## src/rtl/kms_pkg.sv

```systemverilog
// Shared types and constants for the kernel memory sequencer.
// Optional macro KMS_TIMEOUT_EN adds the ERR state used by the RUN watchdog.
package kms_pkg;

   localparam int unsigned KMS_ADDR_WIDTH = 5;
   localparam int unsigned KMS_DATA_WIDTH = 32;
   localparam int unsigned RUN_CYCLES_W   = 32;

   typedef enum logic [2:0] {
      ST_IDLE,
      ST_LOAD,
      ST_FLUSH,
      ST_RUN,
      ST_DRAIN,
      ST_DONE
`ifdef KMS_TIMEOUT_EN
      ,
      ST_ERR
`endif
   } state_t;

endpackage

```

## src/rtl/kms_drain_cursor.sv

```systemverilog
// Result window cursor: captures base/count, steps the beat index and
// produces the wrapping RAM2 read address and the registered last flag.
module kms_drain_cursor
   import kms_pkg::*;
#(
   parameter int unsigned ADDR_WIDTH = KMS_ADDR_WIDTH
)
(
   input  logic                  clk,
   input  logic                  rst,
   input  logic                  capture,
   input  logic [ADDR_WIDTH-1:0] base,
   input  logic [ADDR_WIDTH:0]   count,
   input  logic                  advance,
   input  logic                  arm,
   output logic [ADDR_WIDTH-1:0] addr,
   output logic                  last,
   output logic                  count_zero
);

   localparam int unsigned CW = ADDR_WIDTH + 1;

   logic [ADDR_WIDTH-1:0] base_q, base_d;
   logic [CW-1:0]         count_q, count_d;
   logic [CW-1:0]         idx_q, idx_d;

   always_comb begin
      base_d  = base_q;
      count_d = count_q;
      idx_d   = idx_q;
      if (capture) begin
         base_d  = base;
         count_d = count;
         idx_d   = '0;
      end else if (advance) begin
         idx_d = idx_q + CW'(1);
      end
   end

   // Address wraps naturally at 2^ADDR_WIDTH; last is only raised while armed
   always_ff @(posedge clk) begin
      if (rst) begin
         base_q  <= '0;
         count_q <= '0;
         idx_q   <= '0;
         addr    <= '0;
         last    <= 1'b0;
      end else begin
         base_q  <= base_d;
         count_q <= count_d;
         idx_q   <= idx_d;
         addr    <= base_d + idx_d[ADDR_WIDTH-1:0];
         last    <= arm && (idx_d == count_d - CW'(1));
      end
   end

   assign count_zero = (count_q == '0);

endmodule

```

## src/rtl/kernel_mem_sequencer.sv

```systemverilog
// Load/run/drain controller for an HLS kernel and its RAM2 debug ports.
// Define KMS_TIMEOUT_EN to add the RUN watchdog, the ERR state and the err port.
module kernel_mem_sequencer
   import kms_pkg::*;
#(
   parameter int unsigned ADDR_WIDTH = KMS_ADDR_WIDTH,
   parameter int unsigned DATA_WIDTH = KMS_DATA_WIDTH
`ifdef KMS_TIMEOUT_EN
   ,
   parameter int unsigned TIMEOUT_CYCLES = 1024
`endif
)
(
   input  logic                    clk,
   input  logic                    rst,
   input  logic                    start,
   input  logic [ADDR_WIDTH-1:0]   rd_base,
   input  logic [ADDR_WIDTH:0]     rd_count,
   input  logic                    in_valid,
   output logic                    in_ready,
   input  logic [ADDR_WIDTH-1:0]   in_addr,
   input  logic [DATA_WIDTH-1:0]   in_data,
   input  logic                    in_last,
   output logic [ADDR_WIDTH-1:0]   dbg_wr_addr,
   output logic [DATA_WIDTH-1:0]   dbg_wr_data,
   output logic                    dbg_wr_en,
   output logic [ADDR_WIDTH-1:0]   dbg_addr,
   input  logic [DATA_WIDTH-1:0]   dbg_data,
   output logic                    kernel_rst,
   input  logic                    kernel_valid,
   output logic                    out_valid,
   input  logic                    out_ready,
   output logic [DATA_WIDTH-1:0]   out_data,
   output logic                    out_last,
   output logic                    busy,
   output logic                    done,
   output logic [RUN_CYCLES_W-1:0] run_cycles
`ifdef KMS_TIMEOUT_EN
   ,
   output logic                    err
`endif
);

   state_t state_q, state_d;
   logic   start_ok;
   logic   in_acc;
   logic   out_acc;
   logic   cnt_zero;

   assign in_acc   = in_valid && in_ready;
   assign out_acc  = out_valid && out_ready;
   assign out_data = dbg_data;

   always_comb begin
      state_d  = state_q;
      start_ok = 1'b0;
      case (state_q)
         ST_IDLE, ST_DONE: begin
            if (start) begin
               state_d  = ST_LOAD;
               start_ok = 1'b1;
            end
         end
         ST_LOAD:  if (in_acc && in_last) state_d = ST_FLUSH;
         ST_FLUSH: state_d = ST_RUN;
         ST_RUN: begin
            if (kernel_valid)
               state_d = cnt_zero ? ST_DONE : ST_DRAIN;
`ifdef KMS_TIMEOUT_EN
            else if (run_cycles == RUN_CYCLES_W'(TIMEOUT_CYCLES - 1))
               state_d = ST_ERR;
`endif
         end
         ST_DRAIN: if (out_acc && out_last) state_d = ST_DONE;
`ifdef KMS_TIMEOUT_EN
         ST_ERR: begin
            if (start) begin
               state_d  = ST_LOAD;
               start_ok = 1'b1;
            end
         end
`endif
         default: state_d = ST_IDLE;
      endcase
   end

   // Status outputs are registered decodes of the next state
   always_ff @(posedge clk) begin
      if (rst) begin
         state_q     <= ST_IDLE;
         kernel_rst  <= 1'b1;
         in_ready    <= 1'b0;
         dbg_wr_en   <= 1'b0;
         dbg_wr_addr <= '0;
         dbg_wr_data <= '0;
         out_valid   <= 1'b0;
         busy        <= 1'b0;
         done        <= 1'b0;
         run_cycles  <= '0;
`ifdef KMS_TIMEOUT_EN
         err         <= 1'b0;
`endif
      end else begin
         state_q    <= state_d;
         kernel_rst <= (state_d != ST_RUN);
         in_ready   <= (state_d == ST_LOAD);
         out_valid  <= (state_d == ST_DRAIN);
         busy       <= state_d inside {ST_LOAD, ST_FLUSH, ST_RUN, ST_DRAIN};
`ifdef KMS_TIMEOUT_EN
         done       <= (state_d == ST_DONE) || (state_d == ST_ERR);
         err        <= (state_d == ST_ERR);
`else
         done       <= (state_d == ST_DONE);
`endif
         dbg_wr_en  <= in_acc;
         if (in_acc) begin
            dbg_wr_addr <= in_addr;
            dbg_wr_data <= in_data;
         end
         if (start_ok)
            run_cycles <= '0;
         else if (state_q == ST_RUN && run_cycles != '1)
            run_cycles <= run_cycles + RUN_CYCLES_W'(1);
      end
   end

   kms_drain_cursor #(
      .ADDR_WIDTH (ADDR_WIDTH)
   ) u_cursor (
      .clk        (clk),
      .rst        (rst),
      .capture    (start_ok),
      .base       (rd_base),
      .count      (rd_count),
      .advance    (out_acc),
      .arm        (state_d == ST_DRAIN),
      .addr       (dbg_addr),
      .last       (out_last),
      .count_zero (cnt_zero)
   );

endmodule

```

## config.mk

```make
export PLATFORM = sky130hd
export DESIGN_NAME = kernel_mem_sequencer
export DESIGN_NICKNAME = d
export VERILOG_FILES = /design/src/rtl/kms_pkg.sv /design/src/rtl/kms_drain_cursor.sv /design/src/rtl/kernel_mem_sequencer.sv
export SDC_FILE = /design/constraint.sdc
export NUM_CORES = 1
export LEC_CHECK = 0
export CAP_MARGIN = 10
export CORE_MARGIN = 4
export CORE_UTILIZATION = 30
export CTS_BUF_LIST = sky130_fd_sc_hd__clkbuf_4 sky130_fd_sc_hd__clkbuf_8
export DETAILED_ROUTE_END_ITERATION = 16
export HOLD_SLACK_MARGIN = 0.05
export PLACE_DENSITY = 0.59
export SYNTH_ARGS = -nofsm -noshare
export SYNTH_HDL_FRONTEND = slang
export SYNTH_SLANG_ARGS = --single-unit
```

## constraint.sdc

```tcl
create_clock -name clk -period 3.7 [get_ports clk]
set_clock_uncertainty 0.2 [all_clocks]
set_input_delay 0.555 -clock clk [delete_from_list [all_inputs] [get_ports clk]]
set_output_delay 0.555 -clock clk [all_outputs]
set_load 0.02 [all_outputs]
```

### After elaboration in Yosys (flattened, before gate mapping)

Cells that the tools add are included.

| storage, ports and cells | value |
|---|---|
| word-level logic and storage cells | 55 |
| output and inout port bits | 113 |
| flip-flop bits (word level) | 101 |
| input port bits | 87 |

| operators by class | value |
|---|---|
| reductions and logical operators | 11 |
| equality and inequality tests | 13 |
| $add $sub $neg | 4 |
| multiplexer cells | 12 |

Operators by type and width:

| operator | count |
|---|---|
| 32-bit by 1-bit adder with 32-bit output, second input constant | 1 |
| 32-bit inequality test, second input constant | 1 |
| 6-bit two-way mux | 3 |
| 3-bit one-hot mux with 5 select lines | 1 |
| 3-bit by 2-bit equality test with 1-bit output, second input constant | 4 |
| 3-bit equality test, second input constant | 4 |
| 3-bit two-way mux | 4 |
| 6-bit by 1-bit adder with 6-bit output, second input constant | 1 |
| 3-bit by 1-bit equality test with 1-bit output, second input constant | 2 |
| 6-bit equality test | 1 |
| 1-bit logical AND | 6 |
| 6-bit logical NOT | 1 |
| 6-bit by 1-bit subtractor with 6-bit output, second input constant | 1 |
| 5-bit adder | 1 |
| 5-bit two-way mux | 1 |
| 4-bit nonzero test | 1 |
| 2-bit OR reduction | 2 |
| 3-bit logical NOT | 1 |
| 1-bit two-way mux | 3 |
| 3-bit by 2-bit inequality test with 1-bit output, second input constant | 1 |

### Depth between registers and ports, before layout

Gate-level depths: netlist of the first run.

| logic depth | value |
|---|---|
| depth in word-level cells | 7 |
| mapped depth | 12 |
| depth with buffers taken out | 10 |

### Modules after synthesis

A second synthesis of the first run with hierarchy kept.

| second synthesis, totals | value |
|---|---|
| cells, all modules | 588 |
| area total of the unflattened synthesis | 4918.5 µm² |

Modules (own cells, without submodules):

| module | sequential area each (µm²) | cells an instance | area each (µm²) | instances |
|---|---|---|---|---|
| kernel_mem_sequencer | 1561.5 | 450 | 3642.2 | 1 |
| kms_drain_cursor | 460.4 | 138 | 1276.2 | 1 |

### Least setup slack after synthesis of the first run

No wires, ideal clock.

| path | value |
|---|---|
| path type | register to register |
| start point | reg state_q[0] |
| end point | reg u_cursor.addr[4] |
| period minus slack after synthesis | 2.714 ns |
| data required time | 3.372 ns |
| path buffers | 3 |
| arrival time | 2.386 ns |
| slack | 0.986 ns |
| cell stages (with the launch flop) | 13 |
| library setup time | 0.128 ns |
| path through | dfxtp_1 > clkbuf_2 > xnor2_1 > and3_1 > buf_2 > buf_1 > nor2_1 > ha_1 > fa_1 > a21o_1 > a21oi_1 > xor2_1 > nor2_1 |

| between the ends | value |
|---|---|
| word-level cells in the longest chain between the ends | 5 |
| elaborated cells on any way between the ends | 7 |
| those cells by class | add/sub: 1; eq/ne: 1; mux: 3; reduce/logical: 2 |

RTL lines:

| element | RTL line | text |
|---|---|---|
| start: declaration | kernel_mem_sequencer.sv:44 | `state_t state_q, state_d;` |
| start signal: assignment | kernel_mem_sequencer.sv:104 | `state_q <= state_d;` |
| 3-bit equality test / 3-bit logical NOT (equally long branches) | kernel_mem_sequencer.sv:57 | `case (state_q)` |
| 2-bit OR reduction (*) | kernel_mem_sequencer.sv:57 |  |
| 1-bit two-way mux (*) | kernel_mem_sequencer.sv:57 |  |
| 6-bit two-way mux (*) | kms_drain_cursor.sv:31 | `if (capture) begin` |
| via u_cursor.idx_d[0] | kms_drain_cursor.sv:25 | `logic [CW-1:0] idx_q, idx_d;` |
| 5-bit adder (*) | kms_drain_cursor.sv:52 | `addr <= base_d + idx_d[ADDR_WIDTH-1:0];` |
| end signal: assignment | kms_drain_cursor.sv:52 |  |
| end: declaration | kms_drain_cursor.sv:16 | `output logic [ADDR_WIDTH-1:0] addr,` |

Mark *: on every way through the listed nets, which the timed path passes. The rest lies on a longest branch.
A chain may end at the register's enable or synchronous reset.

### Worst setup path in the final report of the first run

| path | value |
|---|---|
| start point | in out_ready |
| end point | reg u_cursor.addr[4] |

| between the ends | value |
|---|---|
| word-level cells in the longest chain between the ends | 4 |

RTL lines:

| element | RTL line | text |
|---|---|---|
| start: declaration | kernel_mem_sequencer.sv:32 | `input logic out_ready,` |
| 1-bit logical AND | kernel_mem_sequencer.sv:51 | `assign out_acc = out_valid && out_ready;` |
| 6-bit two-way mux | kms_drain_cursor.sv:35 | `end else if (advance) begin` |
| 6-bit two-way mux | kms_drain_cursor.sv:31 |  |
| via u_cursor.idx_d[0] | kms_drain_cursor.sv:25 |  |
| 5-bit adder | kms_drain_cursor.sv:52 |  |

The timed path passes the listed nets, and every way through them passes these cells.

==> flow_summary.toml, run 1 <==
[min_path]
min_path_cells = 2
hold_class = "reg2reg"

[grt]
grt_util_all_layers_pct = 13.11
met3_usage_pct = 5.970
antenna_found_initial = 0
grt_pass1_vias = 3882
grt_max_degree = 43
use_met1_pct = 14.93
grt_pass1_wl_um = 19040
grtUsageMet2_pct = 22.40
gr-total-overflow = 0
top_usage_layer = "met2"

[die]
fp.dieH_um = 133.0
ios = 200
rows = 45
fp.dieW_um = 133.0
dieArea_um2 = 17700
start_util_pct = 30.74
coreArea_um2 = 15260

[place]
port_buffers = 135
dp_slack_ns = 0.5760
gp_congestion = 0.8032
hpwl_um = 8546

[clocking]
insertion_delay_ns = 0.38
cts_setup_buffers = 0
cts_resized = 0
cts_buffers = 9
tritoncts = "done"
h-tree-depth = 3
clock_path_buffers = 2
clock-root-buffer = "clkbuf_8"
path_clk_slew_ns = 0.10
clock-sinks = 101
postCtsHoldBufs = 0

[detailed_routing]
via_per_inst = 4.548
first_pass_iters = 4
ant_nets = 0
drt_iter0_drc = 162
drc = 0
vias = 3989
totalWireLength_um = 11540
wl_per_cell_um = 13.16

[worst_setup_path]
cp.arrival_ns = 2.82
crit_type = "in2reg"
required_ns = 3.77
start_kind = "input port"
worstRegToRegCells = 9
endpoint_kind = "flop"
worstPathMaxFanout = 4
r2r_slack_ns = 0.97

[logic_synthesis]
syn_nets = 664
ys.flop_type = "dfxtp_1"
ys_async_sr_fraction_pct = 0
synthCells = 569
avgSynthCellArea_um2 = 8.244
ys_ff_latch = 101
ys_warn_count = 0
yosysUniqueCellTypes = 47
seq_area_frac_synth_pct = 43.10
syn_area_um2 = 4691
synth_edf_count = 0

[sta]
layout_setup_ws_ns = 0.9514
slew_headroom_pct = 55.34
tightest_slew_ns = 0.6683
fin_crit_ns = 2.749
setup_tns_ns = 0
grt_setup_unrepaired = "no"
maxSlewViolCount = 0
fin_crit_sh_pct = 74.29
setup_violations = 0
max_freq_mhz = 363.8
hold_viol_final = 0

[finish]
fillers = 1542
drive_gt1_share_pct = 5.255
syn_to_final_growth_pct = 31.34
nets = 756
antennaDiodeCount = 0

[status]
outcome = "finished, final reports clean"

[pwr]
vdd_drop_max_v = 0.0002188
powerDensity_nw_per_um2 = 341.1
p_leak_uw = 0.002162

[run]
cap_violations = 0
[worst max-delay path, stage by stage]
cell and delay (ns):
clkdlybuf4s50_1 0.52, nand2_1 0.14, xor2_1 0.31, nor2_1 0.09, ha_1 0.25, fa_1 0.41, a21o_1 0.17, a21oi_1 0.16
xor2_1 0.16, nor2_1 0.05
[state kept, by name, indices dropped and copies added (netlist names), 3 cells and up]
register          flops
dbg_wr_data          32
run_cycles           32
u_cursor.count_q      6
u_cursor.idx_q        6
dbg_wr_addr           5
u_cursor.addr         5
u_cursor.base_q       5
state_q               3
[where the power goes]
part	switching, uW	internal [uW]
registers	20.4	1120
logic	148	147
clock network	395	272
[per-layer routing]
| metal | wire length (um) | part of all wire, % |
|---|---|---|
| met2 | 5629 | 49 |
| met1 | 4814 | 42 |
| met3 | 970 | 8.4 |
| met5 | 0 | 0 |
| met4 | 126 | 1.1 |
[Yosys cell counts (2+ instances only)]
library cell	n	area, um^2
dfxtp_1	101	2022
nor3_1	13	65.06
mux2i_1	5	50.05
nor3b_1	2	15.01
nand4_1	5	31.28
and4_1	5	43.79
and3_1	4	25.02
nand4_2	2	25.02
or2_2	2	12.51
or3_1	7	43.79
a21oi_1	49	245.2
nor2b_1	9	56.30
buf_1	4	15.01
nor3_2	3	30.03
buf_4	34	255.2
o21ai_0	8	40.04
nand3_1	19	95.09
clkbuf_1	18	67.56
buf_2	2	10.01
a21o_1	2	15.01
nand2b_1	2	12.51
inv_1	6	22.52
and2_1	2	12.51
xor2_1	19	166.4
nand2_1	128	480.5
a32oi_1	2	17.52
and3b_1	2	17.52
ha_1	7	87.58
nor4_4	2	42.54
xnor2_1	27	236.5
nor2_1	62	232.7
[cell type report]
type	count	area (um^2)	area share, %
multi-input combinational	402	2282	37.04
sequential	101	2022	32.82
timing repair buffer	141	1391	22.58
tap	211	264.0	4.285
clock buffer	12	146.4	2.376
clock inverter	4	32.53	0.5280
inverter	6	22.52	0.3656
[kinds of logic after synthesis]
kind of cell	after synthesis	synth area share, %
AO/OA/AOI/OAI	67	8.163
flip-flops	101	43.10
multiplexers	6	1.307
XOR/XNOR	48	9.576
adder cells (fa/ha/maj)	8	2.294
buffers and inverters	66	8.242
AND/OR/NAND/NOR	273	27.31
[metrics by stage]
step / power, uW / util (%) / hold WS [ns] / instances / instance area [um^2]
2_1_floorplan: 1371 / - / 0.2535 / 569 / 4691
3_3_place_gp: 1460 / 39.20 / 0.2423 / 861 / 5982
3_5_place_dp: 1462 / 39.20 / 0.2475 / 861 / 5982
4_1_cts: 2146 / 40.38 / 0.2598 / 877 / 6161
5_1_grt: 2212 / 40.38 / 0.2810 / 877 / 6161
6_report: 2102 / 40.38 / 0.2549 / 877 / 6161
[layout by cell type (no fill, tap or decap), types with 3 or more instances in the layout]
master | synthesis | layout
mux2i_1 | 5 | 5
nor2b_1 | 9 | 9
clkbuf_8 | 0 | 9
xnor2_1 | 27 | 27
o21ai_0 | 8 | 8
a21oi_1 | 49 | 49
clkdlybuf4s50_1 | 0 | 134
or3_1 | 7 | 7
xor2_1 | 19 | 19
nor2_1 | 62 | 62
clkbuf_4 | 0 | 3
inv_1 | 6 | 6
nand3_1 | 19 | 19
nand4_1 | 5 | 5
nor3_2 | 3 | 3
ha_1 | 7 | 7
and4_1 | 5 | 5
nand2_1 | 128 | 128
and3_1 | 4 | 4
nor3_1 | 13 | 13
buf_4 | 34 | 6
dfxtp_1 | 101 | 101
[final timing paths]
path                                    endpoint       startpoint
worst min-delay path             dbg_wr_data[30]  dbg_wr_data[30]
worst max register to register  u_cursor.addr[4]       state_q[2]
worst min register to register   dbg_wr_data[30]  dbg_wr_data[30]
worst max-delay path            u_cursor.addr[4]        out_ready
Note: power is estimated with default switching activity, not from simulation.
==> inputs of run 2 (changes only) <==
- clock period: 3.7 -> 2.6 ns (I/O delays scaled with it)
==> run 2 against run 1 <==
- register-to-register slack lost 0.79 ns
- global-route usage rose by 0.15 points
- first-iteration DRC count increased by 25%
- total power increased by 42%
- die area stayed put
- worst setup slack got worse by 0.77 ns
- utilization up 1.0 points
- via count rose by 2.5%
- non-clock buffer count is 20 higher
- critical path depth shrank 1
- sequential power rose by 42%
- worst hold slack better by 0.0010 ns
- largest power group unchanged
==> flow_summary.toml, run 2 (synthesized netlist as in run 1, its figures left out) <==
[detailed_routing]
wl_per_cell_um = 13.21
vias = 4089
first_pass_iters = 4
via_per_inst = 4.564
drt_iter0_drc = 202
ant_nets = 0
totalWireLength_um = 11840
drc = 0

[pwr]
p_leak_uw = 0.002258
vdd_drop_max_v = 0.0003356
powerDensity_nw_per_um2 = 471.8

[grt]
grt_max_degree = 55
grt_pass1_vias = 4030
grt_util_all_layers_pct = 13.26
gr-total-overflow = 0
grt_pass1_wl_um = 19420
antenna_found_initial = 0

[sta]
layout_setup_ws_ns = 0.1769
fin_crit_sh_pct = 93.19
maxSlewViolCount = 0
fin_crit_ns = 2.423
grt_setup_unrepaired = "no"
tightest_slew_ns = 0.6515
hold_viol_final = 0
slew_headroom_pct = 56.47
setup_violations = 0
max_freq_mhz = 412.7

[finish]
antennaDiodeCount = 0
nets = 776
drive_gt1_share_pct = 7.737
design_area_um2 = 6316
layout_common_cells = "clkdlybuf4s50_1 (134), nand2_1 (128), dfxtp_1 (101)"
syn_to_final_growth_pct = 34.65
reg_top3 = "dbg_wr_data (32), run_cycles (32)"
final_common_cell = "clkdlybuf4s50_1"

[worst_setup_path]
required_ns = 2.65
crit_type = "reg2reg"
endpoint_kind = "flop"
worstPathMaxFanout = 5
start_kind = "flop"
cp.arrival_ns = 2.47

[clocking]
cts_resized = 0
tritoncts = "done"
cts_buffers = 9
insertion_delay_ns = 0.37
h-tree-depth = 3
clock-sinks = 101
path_clk_slew_ns = 0.10
clock_path_buffers = 2
postCtsHoldBufs = 1
cts_setup_buffers = 0
clock-root-buffer = "clkbuf_8"

[die]
fp.dieW_um = 133.0
fp.dieH_um = 133.0
rows = 45
dieArea_um2 = 17700
ios = 200
coreArea_um2 = 15260
start_util_pct = 30.74

[place]
port_buffers = 135
hpwl_um = 8767
place_area_um2 = 6137
dp_slack_ns = -0.2021
gp_congestion = 0.8037

[run]
cap_violations = 0

[min_path]
hold_class = "reg2reg"

[status]
outcome = "finished, final reports clean"
==> run 2: where the power goes <==
part	total, uW	internal (uW)	switching (uW)	leakage (uW)
clock network	911	357	554	0.0000822
logic	448	227	221	0.00136
registers	1620	1590	27.0	0.000820
total	2980	2180	801	0.00226
==> run 2: stage by stage <==
step                      cells  hold slack [ns]  setup TNS [ns]  util (%)  power (uW)
after floorplan             569           0.2535               0         -        1952
after detailed placement    880           0.2497         -0.4394     40.22        2106
after CTS                   896           0.2598               0     41.39        3038
after global routing        896           0.2826               0     41.39        3152
final                       896           0.2559               0     41.39        2980
after global placement      880           0.2417         -0.3281     40.22        2099
==> run 2: layout make-up <==
cell class | count | area [um^2]
fillers | 1530 | 8942
multi-input cells | 402 | 2282
flip-flops and latches | 101 | 2022
repair buffers | 161 | 1556
well taps | 211 | 264.0
clock buffers | 10 | 131.4
clock inverters | 5 | 37.54
inverters | 6 | 22.52
==> run 2: path summary, 6_finish.rpt <==
check	start	to	slack (ns)	cells past startpoint
max reg2reg	state_q[0]	u_cursor.addr[4]	0.18	9
max	state_q[0]	u_cursor.addr[4]	0.18	9
min	dbg_wr_data[26]	dbg_wr_data[26]	0.26	2
min reg2reg	dbg_wr_data[26]	dbg_wr_data[26]	0.26	2
==> run 2: critical path: stages, from the launching register on <==
cell	delay [ns]
dfxtp_1	0.33
xnor2_1	0.25
and3_1	0.29
nor2_1	0.07
ha_1	0.23
fa_1	0.39
a21o_1	0.16
a21oi_1	0.16
xor2_1	0.17
nor2_1	0.05
==> run 2: routing by layer <==
metal,GRT usage (%),wire [um],vias up
met4,3.695,155,0
li1,-,-,2065
met3,5.894,876,21
met1,15.23,5043,1886
met2,22.38,5763,117
met5,0,0,-
==> inputs of run 3 (changes only) <==
- CORE_ASPECT_RATIO: default -> 0.7
==> run 3 against run 2 <==
- non-clock buffer count grew 4
- critical path depth grew 2
- count of clock-buffer cells in the layout up 1
- sequential share of layout area down 0.41 points
- via count rose by 0.81%
- register-to-register slack about the same
- die area rose by 0.18%
- combinational power up 3%
- first-iteration DRC count decreased by 43%
- routed wire length is 6.3% higher
==> flow_summary.toml, run 3 (synthesized netlist as in run 1, its figures left out) <==
[die]
ios = 200
fp.dieH_um = 112.6
fp.dieW_um = 157.5
rows = 37
dieArea_um2 = 17730
coreArea_um2 = 15000
start_util_pct = 31.27

[sta]
grt_setup_unrepaired = "no"
fin_crit_ns = 2.420
setup_violations = 0
fin_crit_sh_pct = 93.07
tightest_slew_ns = 0.7172
maxSlewViolCount = 0
whs_ns = 0.2608
max_freq_mhz = 413.2
slew_headroom_pct = 52.07
hold_viol_final = 0

[clocking]
postCtsHoldBufs = 0
cts_buffers = 9
clock-root-buffer = "clkbuf_8"
clock-sinks = 101
h-tree-depth = 3
clock_path_buffers = 2
insertion_delay_ns = 0.37
path_clk_slew_ns = 0.10
cts_resized = 0
tritoncts = "done"
cts_setup_buffers = 0

[grt]
grt_max_degree = 39
grt_util_all_layers_pct = 14.28
grt_pass1_vias = 4128
antenna_found_initial = 0
grt_pass1_wl_um = 20300
gr-total-overflow = 0

[worst_setup_path]
worstPathMaxFanout = 5
crit_family = "simple AND/OR/NAND/NOR gates"
cp.arrival_ns = 2.47
endpoint_kind = "flop"
crit_path_top_delay_cell = "dfxtp_1"
required_ns = 2.65
start_kind = "flop"
crit_type = "reg2reg"
cp_num_buf_inv = 2
slowest_delay_ns = 0.35
path_cells = "xnor2_2 -> and3_2 -> buf_4 -> nand2_1 -> nand2_1 -> buf_4 -> ha_1 -> a21o_1 -> a21oi_1 -> xor2_1 -> nor2_1"

[pwr]
power.total_uw = 3200
p_leak_uw = 0.002315
pwr-share-seq_pct = 50.6
switchingPower_uw = 803.9
sw_frac_of_total_pct = 25.12
p_comb_share_pct = 14.4
powerDensity_nw_per_um2 = 499.9
clkPwrFrac_pct = 35.0
internal-power_uw = 2396
vdd_drop_max_v = 0.0002965

[detailed_routing]
dr.max_layer_used = "met4"
ant_nets = 0
wl_per_cell_um = 14.22
totalWireLength_um = 12580
route.met2.wl_um = 5366
vias = 4122
via_per_inst = 4.658
met1Wirelength_um = 5665
met3_length_um = 1403
first_pass_iters = 4
drt_iter0_drc = 116
drc = 0

[place]
hpwl_um = 9511
place_area_um2 = 6167
placedCellCount = 869
port_buffers = 135
gp_congestion = 0.8665

[finish]
antennaDiodeCount = 0
reg_top3 = "dbg_wr_data (32), run_cycles (32)"
drive_gt1_share_pct = 8.986
syn_to_final_growth_pct = 36.46
final_cells = 885
layout_common_cells = "clkdlybuf4s50_1 (134), nand2_1 (128), dfxtp_1 (100)"
design_area_um2 = 6401
nets = 780
final_common_cell = "clkdlybuf4s50_1"

[status]
outcome = "finished, final reports clean"

[run]
cap_violations = 0

[min_path]
hold_class = "reg2reg"
==> run 3: worst paths after layout <==
check                  startpoint                to  slack, ns  cells after the start
setup / recovery       state_q[2]  u_cursor.addr[3]       0.18                     11
hold / removal    dbg_wr_data[28]   dbg_wr_data[28]       0.26                      2
setup reg to reg       state_q[2]  u_cursor.addr[3]       0.18                     11
hold reg to reg   dbg_wr_data[28]   dbg_wr_data[28]       0.26                      2
==> run 3: metal layers <==
layer | GRT usage, % | vias up
met4 | 3.782 | 0
met1 | 17.66 | 1909
li1 | - | 2073
met3 | 8.092 | 13
met2 | 21.39 | 127
met5 | 0 | -
==> run 3: worst reg2reg max path: cells and delay by family (launching register included) <==
kind / cells / cell delay [ns]
xor+xnor: 2 / 0.33
compound gates: 2 / 0.39
fa+ha+maj: 1 / 0.27
simple gates: 4 / 0.46
buf+inv: 2 / 0.30
flops: 1 / 0.35
==> run 3: power by group through the flow <==
| stage | sequential [uW] | clock, uW | combinational, uW |
|---|---|---|---|
| 3_3_place_gp | 1650 | 0 | 456 |
| 5_1_grt | 1630 | 1230 | 506 |
| 2_1_floorplan | 1690 | 0 | 258 |
| 6_report | 1620 | 1120 | 460 |
| 4_1_cts | 1620 | 1180 | 465 |
| 3_5_place_dp | 1660 | 0 | 463 |
==> run 3: final cells by class <==
type                            count  area [um^2]
Timing Repair Buffer              165         1597
Sequential cell                   101         2023
Tap cell                          195        244.0
Multi-Input combinational cell    402         2291
Clock buffer                       11        138.9
Fill cell                        1463         8598
Inverter                            6        22.52
Clock inverter                      5        85.08
==> run 3: through the flow <==
stage	setup TNS [ns]	utilization [%]	worst slack, ns
after floorplan	0	-	0.03518
after global placement	-0.2497	41.12	-0.1638
after detailed placement	-0.4572	41.12	-0.1975
after CTS	0	42.61	0.05742
after global routing	0	42.68	0.03857
final	0	42.68	0.1801
